<file path="config.mk">
export PLATFORM = sky130hd
export DESIGN_NAME = bit_serial_alu_seq_flat
export DESIGN_NICKNAME = d
export VERILOG_FILES = /design/src/rtl/alu_serial_pkg.sv /design/src/rtl/bit_serial_alu_seq_if.sv /design/src/rtl/bit_serial_alu_seq_slice.sv /design/src/rtl/bit_serial_alu_seq.sv /design/src/flat_wrapper.sv
export SDC_FILE = /design/constraint.sdc
export NUM_CORES = 1
export LEC_CHECK = 0
export CORE_ASPECT_RATIO = 1.5
export CORE_UTILIZATION = 50
export CTS_CLUSTER_DIAMETER = 150
export DETAILED_ROUTE_END_ITERATION = 12
export PLACE_DENSITY = 0.74
export SLEW_MARGIN = 20
export SYNTH_ARGS = -nofsm -noshare
export SYNTH_HDL_FRONTEND = slang
export SYNTH_SLANG_ARGS = --single-unit
</file>
<file path="constraint.sdc">
create_clock -name clk -period 1.9 [get_ports clk]
set_input_delay 0.19 -clock clk [delete_from_list [all_inputs] [get_ports clk]]
set_output_delay 0.19 -clock clk [all_outputs]
set_load 0.01 [all_outputs]
</file>
<file path="src/rtl/alu_serial_pkg.sv">
// alu_serial_pkg: op and state encodings shared by the bit-serial ALU sequencer and its slice.
package alu_serial_pkg;
  localparam logic [1:0] OP_AND = 2'b00;
  localparam logic [1:0] OP_OR  = 2'b01;
  localparam logic [1:0] OP_ADD = 2'b10;
  localparam logic [1:0] OP_SUB = 2'b11;
  typedef enum logic [1:0] {S_IDLE, S_RUN, S_DONE} state_t;
endpackage

</file>
<file path="src/rtl/bit_serial_alu_seq_if.sv">
// bit_serial_alu_seq_if: operand request and result channels of the bit-serial ALU.
interface bit_serial_alu_seq_if #(parameter int WIDTH = 32);
  logic             in_valid;
  logic             in_ready;
  logic [WIDTH-1:0] in_a;
  logic [WIDTH-1:0] in_b;
  logic [1:0]       in_op;
  logic             out_valid;
  logic             out_ready;
  logic [WIDTH-1:0] out_result;
  logic             out_carry;
  logic             out_zero;
  modport master (output in_valid, in_a, in_b, in_op, out_ready,
                  input in_ready, out_valid, out_result, out_carry, out_zero);
  modport slave  (input in_valid, in_a, in_b, in_op, out_ready,
                  output in_ready, out_valid, out_result, out_carry, out_zero);
endinterface

</file>
<file path="src/rtl/bit_serial_alu_seq_slice.sv">
// bit_serial_alu_seq_slice: 1-bit ALU slice; the full-adder carry is produced for every op.
module bit_serial_alu_seq_slice
  import alu_serial_pkg::*;
(
  input  logic       a,
  input  logic       b,
  input  logic       cin,
  input  logic [1:0] op,
  output logic       y,
  output logic       cout
);
  assign cout = (a & b) | (cin & (a ^ b));
  assign y = op == OP_AND ? a & b : op == OP_OR ? a | b : a ^ b ^ cin;
endmodule

</file>
<file path="src/rtl/bit_serial_alu_seq.sv">
// bit_serial_alu_seq: feeds one WIDTH-bit operation LSB-first through the 1-bit slice
// and presents the assembled result, carry and zero flag with valid/ready handshakes.
module bit_serial_alu_seq
  import alu_serial_pkg::*;
#(
  parameter int WIDTH = 32
) (
  input logic clk,
  input logic reset_n,
  bit_serial_alu_seq_if.slave bus
);
  localparam int CW = $clog2(WIDTH + 1);
  state_t state, state_n;
  logic [WIDTH-1:0] a_sh, b_sh, res_sh, result_q;
  logic [1:0] op_q;
  logic carry_q, out_carry_q, zero_q, y, cout, last;
  logic [CW-1:0] cnt;
  assign last = cnt == CW'(WIDTH);
  bit_serial_alu_seq_slice u_slice (
    .a(a_sh[0]), .b(b_sh[0]), .cin(carry_q),
    .op(op_q[1] ? OP_ADD : op_q), .y(y), .cout(cout)
  );
  always_comb begin
    state_n = state;
    state_n = state == S_IDLE ? (bus.in_valid ? S_RUN : S_IDLE)
            : state == S_RUN  ? (last ? S_DONE : S_RUN)
            : (bus.out_ready ? S_IDLE : S_DONE);
  end
  // Counting to WIDTH (not WIDTH-1) leaves one extra RUN cycle that registers the outputs.
  always_ff @(posedge clk) begin
    if (!reset_n) begin
      state       <= S_IDLE;
      a_sh        <= '0;
      b_sh        <= '0;
      res_sh      <= '0;
      op_q        <= '0;
      carry_q     <= 1'b0;
      cnt         <= '0;
      result_q    <= '0;
      out_carry_q <= 1'b0;
      zero_q      <= 1'b0;
    end else begin
      state <= state_n;
      if (state == S_IDLE && bus.in_valid) begin
        a_sh    <= bus.in_a;
        b_sh    <= bus.in_op == OP_SUB ? ~bus.in_b : bus.in_b;
        op_q    <= bus.in_op;
        carry_q <= bus.in_op == OP_SUB;
        cnt     <= '0;
      end
      if (state == S_RUN && !last) begin
        a_sh    <= a_sh >> 1;
        b_sh    <= b_sh >> 1;
        res_sh  <= {y, res_sh[WIDTH-1:1]};
        carry_q <= cout;
        cnt     <= cnt + CW'(1);
      end
      if (state == S_RUN && last) begin
        result_q    <= res_sh;
        out_carry_q <= op_q[1] & carry_q;
        zero_q      <= ~|res_sh;
      end
    end
  end
  assign bus.in_ready   = state == S_IDLE;
  assign bus.out_valid  = state == S_DONE;
  assign bus.out_result = result_q;
  assign bus.out_carry  = out_carry_q;
  assign bus.out_zero   = zero_q;
endmodule
</file>
<file path="src/flat_wrapper.sv">
// flat-port wrapper written by rule: the top's interface ports become plain ports
module bit_serial_alu_seq_flat import alu_serial_pkg::*;
#(
  parameter int WIDTH = 32
)
  (clk, reset_n, bus_in_valid, bus_in_a, bus_in_b, bus_in_op, bus_out_ready, bus_in_ready, bus_out_valid, bus_out_result, bus_out_carry, bus_out_zero);
  bit_serial_alu_seq_if #(.WIDTH(WIDTH)) bus_i ();
  input logic clk;
  input logic reset_n;
  input wire logic [$bits(bus_i.in_valid)-1:0] bus_in_valid;
  input wire logic [$bits(bus_i.in_a)-1:0] bus_in_a;
  input wire logic [$bits(bus_i.in_b)-1:0] bus_in_b;
  input wire logic [$bits(bus_i.in_op)-1:0] bus_in_op;
  input wire logic [$bits(bus_i.out_ready)-1:0] bus_out_ready;
  output wire logic [$bits(bus_i.in_ready)-1:0] bus_in_ready;
  output wire logic [$bits(bus_i.out_valid)-1:0] bus_out_valid;
  output wire logic [$bits(bus_i.out_result)-1:0] bus_out_result;
  output wire logic [$bits(bus_i.out_carry)-1:0] bus_out_carry;
  output wire logic [$bits(bus_i.out_zero)-1:0] bus_out_zero;
  assign bus_i.in_valid = bus_in_valid;
  assign bus_i.in_a = bus_in_a;
  assign bus_i.in_b = bus_in_b;
  assign bus_i.in_op = bus_in_op;
  assign bus_i.out_ready = bus_out_ready;
  assign bus_in_ready = bus_i.in_ready;
  assign bus_out_valid = bus_i.out_valid;
  assign bus_out_result = bus_i.out_result;
  assign bus_out_carry = bus_i.out_carry;
  assign bus_out_zero = bus_i.out_zero;
  bit_serial_alu_seq #(.WIDTH(WIDTH)) u_core (.clk(clk), .reset_n(reset_n), .bus(bus_i));
endmodule
</file>
==> reports/qor.csv, run 1 <==
stage,metric,value,unit
synthesis,post-synthesis register bit count,141,
clocking,clock latency on the worst-skew pair,0.42,ns
clocking,# H-tree levels,4,
finish,area growth from synthesis to layout,35.2,%
synthesis,post-synthesis sequential area ratio,48.1,%
global_routing,number of global-route vias before repair,5222,
critical_path,Worst Path Max Fanout,32,
critical_path,CP startpoint kind,register,
clocking,number of buffers inserted by hold repair at cts,0,
synthesis,most frequent cell after synthesis,nand2_1,
synthesis,commonest cells in the netlist,"202 x nand2_1, 141 x dfxtp_1, 105 x a21oi_1",
sta,Clock Skew,0.00963,ns
clocking,Num CTS Buffers,17,
clocking,clock sinks,141,
min_path,Hold Path Class,in2reg,
sta,Final Hold Viols,0,
critical_path,Critical Path AT,2.12,ns
drt,via count,5573,
critical_path,critical path class,reg2reg,
finish,Layout fillers,900,
critical_path,"CP delay by family, top",simple AND/OR/NAND/NOR gates,
global_routing,antenna violations before repair,0,
sta,Worst Tran Pin Value,0.527,ns
global_routing,largest net degree at the start of global routing,64,
die,Core ar.,11500,um^2
drt,DRC Markers,0,
critical_path,Worst Path Buf+Inv,2,
critical_path,WP data required,2.22,ns
power_and_ir_drop,P_leak,2.79,nW
die,die height,135,um
sta,RSZ-0062 raised after global routing,no,
global_routing,GRT Resource Usage Total,23.9,%
sta,Slew Limit Fails,0,
critical_path,"Cell Chain, Critical Path",or3b_4 -> o21ai_4 -> buf_12 -> buf_12 -> nor2_1 -> a311oi_1,
synthesis,post-synthesis cell type count,34,
power_and_ir_drop,Peak VDD IR,0.745,mV
run_status,status,"complete, no violations",
place,hpwl dp,9110,um
drt,1st-iter DRT viols,356,
die,die width,90.5,um
die,number of cell rows,48,
sta,Final min period,1.80,ns
clocking,CTS tree,built,
synthesis,Synth Net Count,809,
synthesis,top_reg_cell synth,dfxtp_1,
drt,drt wl/cell,14.8,um
sta,WHS,0.348,ns
global_routing,global-route wire length before repair,23700,um
critical_path,CP most frequent cell,buf_12,
finish,Inserted Diodes,0,
run,Max-cap violations,0,
place,Port Buf Inserts,105,
die,DIE AREA,12200,um^2
drt,post-route ant nets,0,
synthesis,Yosys warnings,0,
die,IO Count,106,
clocking,clock-pin slew on the worst setup and hold paths,0.06,ns
synthesis,"EDFF count, synth",0,
clocking,root buf cell,clkbuf_16,
finish,share of cells above drive strength 1,8.91,%
synthesis,synth top area cells,"dfxtp_1 48%, nand2_1 13%, a21oi_1 8.9%",
synthesis,leading area contributor after synthesis,dfxtp_1,
clocking,CTS max path bufs,2,
sta,Rel. slew slack,64.8,%
sta,final period utilization,94.7,%
place,dpl cell area,7160,um^2
critical_path,CP max stage delay,0.46,ns
sta,f_max,556,MHz
critical_path,Crit. End Element,register,
critical_path,"setup slack, reg-to-reg",0.10,ns
synthesis,post-synth top area share,48.1,%
finish,cell area after layout,7940,um^2
critical_path,"Slowest-stage cell, CP",or3b_4,
global_routing,total grt overflow,0,
synthesis,Mean Syn Cell Area,8.00,um^2
finish,register area,2820,um^2
power_and_ir_drop,PD cells,952,nW/um^2
sta,Setup Total Neg Slack,0,ns
drt,Vias/cell,5.62,
drt,Pre-antenna DRT Iters,5,
finish,multi-input combinational cell area,2800,um^2
place,GP Congestion,0.762,
synthesis,"FFs w/ async S/R, synth",0,%
synthesis,synthesized cell area,5870,um^2
sta,Finish-stage setup viols,0,
finish,Final #Nets,904,
synthesis,cells after synthesis,734,
drt,DRT Wirelength,14700,um
die,initial core utilization,51.2,%
## where the power goes
part           switching, W  internal (W)  total, W
Clock               0.00127       0.00223   0.00351
Combinational      0.000455      0.000422  0.000878
Sequential        0.0000821       0.00309   0.00318
Total               0.00181       0.00575   0.00756
## cells in the final DEF (no fill, tap or decap), drive strengths merged, types with 2 or more instances in the layout
cell	Yosys	final
a211oi	2	2
a21oi	105	105
a22oi	31	31
a311oi	31	31
a31oi	3	3
buf	27	28
bufinv	0	4
clkbuf	34	21
clkdlybuf4s50	0	105
clkinv	0	5
clkinvlp	0	2
dfxtp	141	141
ha	4	4
inv	6	9
nand2	202	202
nand2b	4	4
nand3	43	43
nand4	2	2
nor2	36	36
nor2b	5	5
nor3	4	4
nor4	7	7
o21ai	5	6
or3	2	2
or3b	2	2
xnor2	31	31
## cell type report
cell class / count / share of cell area, %
Clock buffer: 18 / 5.53
Clock inverter: 14 / 2.39
Inverter: 6 / 0.315
Multi-Input combinational cell: 527 / 35.3
Sequential cell: 141 / 35.6
Tap cell: 150 / 2.36
Timing Repair Buffer: 136 / 18.6
## timing repair
item                                    CTS  global route
cloned                                    0             4
buffers inserted                          0             4
pin swaps                                 0             1
endpoints found under the hold margin     0             0
gates resized for setup                   1             3
endpoints found under the setup margin    2            38
## per-stage QoR
stage | std cells | total power (W) | util [%] | worst slack, ns
floorplan | 734 | 0.00371 | - | 0.184
global placement | 952 | 0.00401 | 62.5 | 0.0766
detailed placement | 952 | 0.00404 | 62.5 | 0.0235
CTS | 984 | 0.00752 | 68.0 | 0.0474
global route | 992 | 0.00785 | 69.2 | 0.0130
finish | 992 | 0.00756 | 69.2 | 0.100
## cell families after synthesis
| group | after synthesis | share of synthesized area [%] |
|---|---|---|
| AO/OA/AOI/OAI | 178 | 18.8 |
| adder cells (fa/ha/maj) | 5 | 1.19 |
| multiplexers | 1 | 0.170 |
| XOR/XNOR | 32 | 4.77 |
| AND/OR/NAND/NOR | 310 | 22.1 |
| buffers and inverters | 67 | 4.90 |
| flip-flops | 141 | 48.1 |
## flip-flops by register name, indices dropped and copies added (netlist names)
register / count
u_core.bus.out_result: 32
u_core.op_q: 2
u_core.res_sh: 32
u_core.bus.out_zero: 1
u_core.carry_q: 1
u_core.cnt: 6
u_core.bus.out_carry: 1
u_core.b_sh: 32
u_core.a_sh: 32
u_core.state: 2
## per-layer routing
layer	wire (um)	share of wire (%)	up-vias	GRT usage [%]
met1	5790	39	2641	26.6
met4	404	2.8	0	11.2
met2	7860	54	188	43.0
met3	627	4.3	32	5.24
met5	0	0	-	0
li1	-	-	2712	-
## worst reg2reg max path, delay by kind of cell, from the launching register on
family                 cells  cell delay [ns]
AOI/OAI and AO/OA          2             0.44
buffers and inverters      2             0.35
DFF                        1             0.38
and+or+nand+nor            2             0.53
## path summary, 6_finish.rpt
kind,startpoint,to,cells past startpoint
max,u_core.cnt[3],u_core.a_sh[0],6
min,bus_in_a[4],u_core.a_sh[4],3
max reg2reg,u_core.cnt[3],u_core.a_sh[0],6
min reg2reg,u_core.bus.out_result[24],u_core.bus.out_result[24],2
Power figures use the tool's default switching activity.
==> run 2: changes to the inputs <==
HOLD_SLACK_MARGIN = 0.06   (was default)
==> results of run 2 <==
Same layout as run 1: the final DEF is identical, and so are final timing and power.
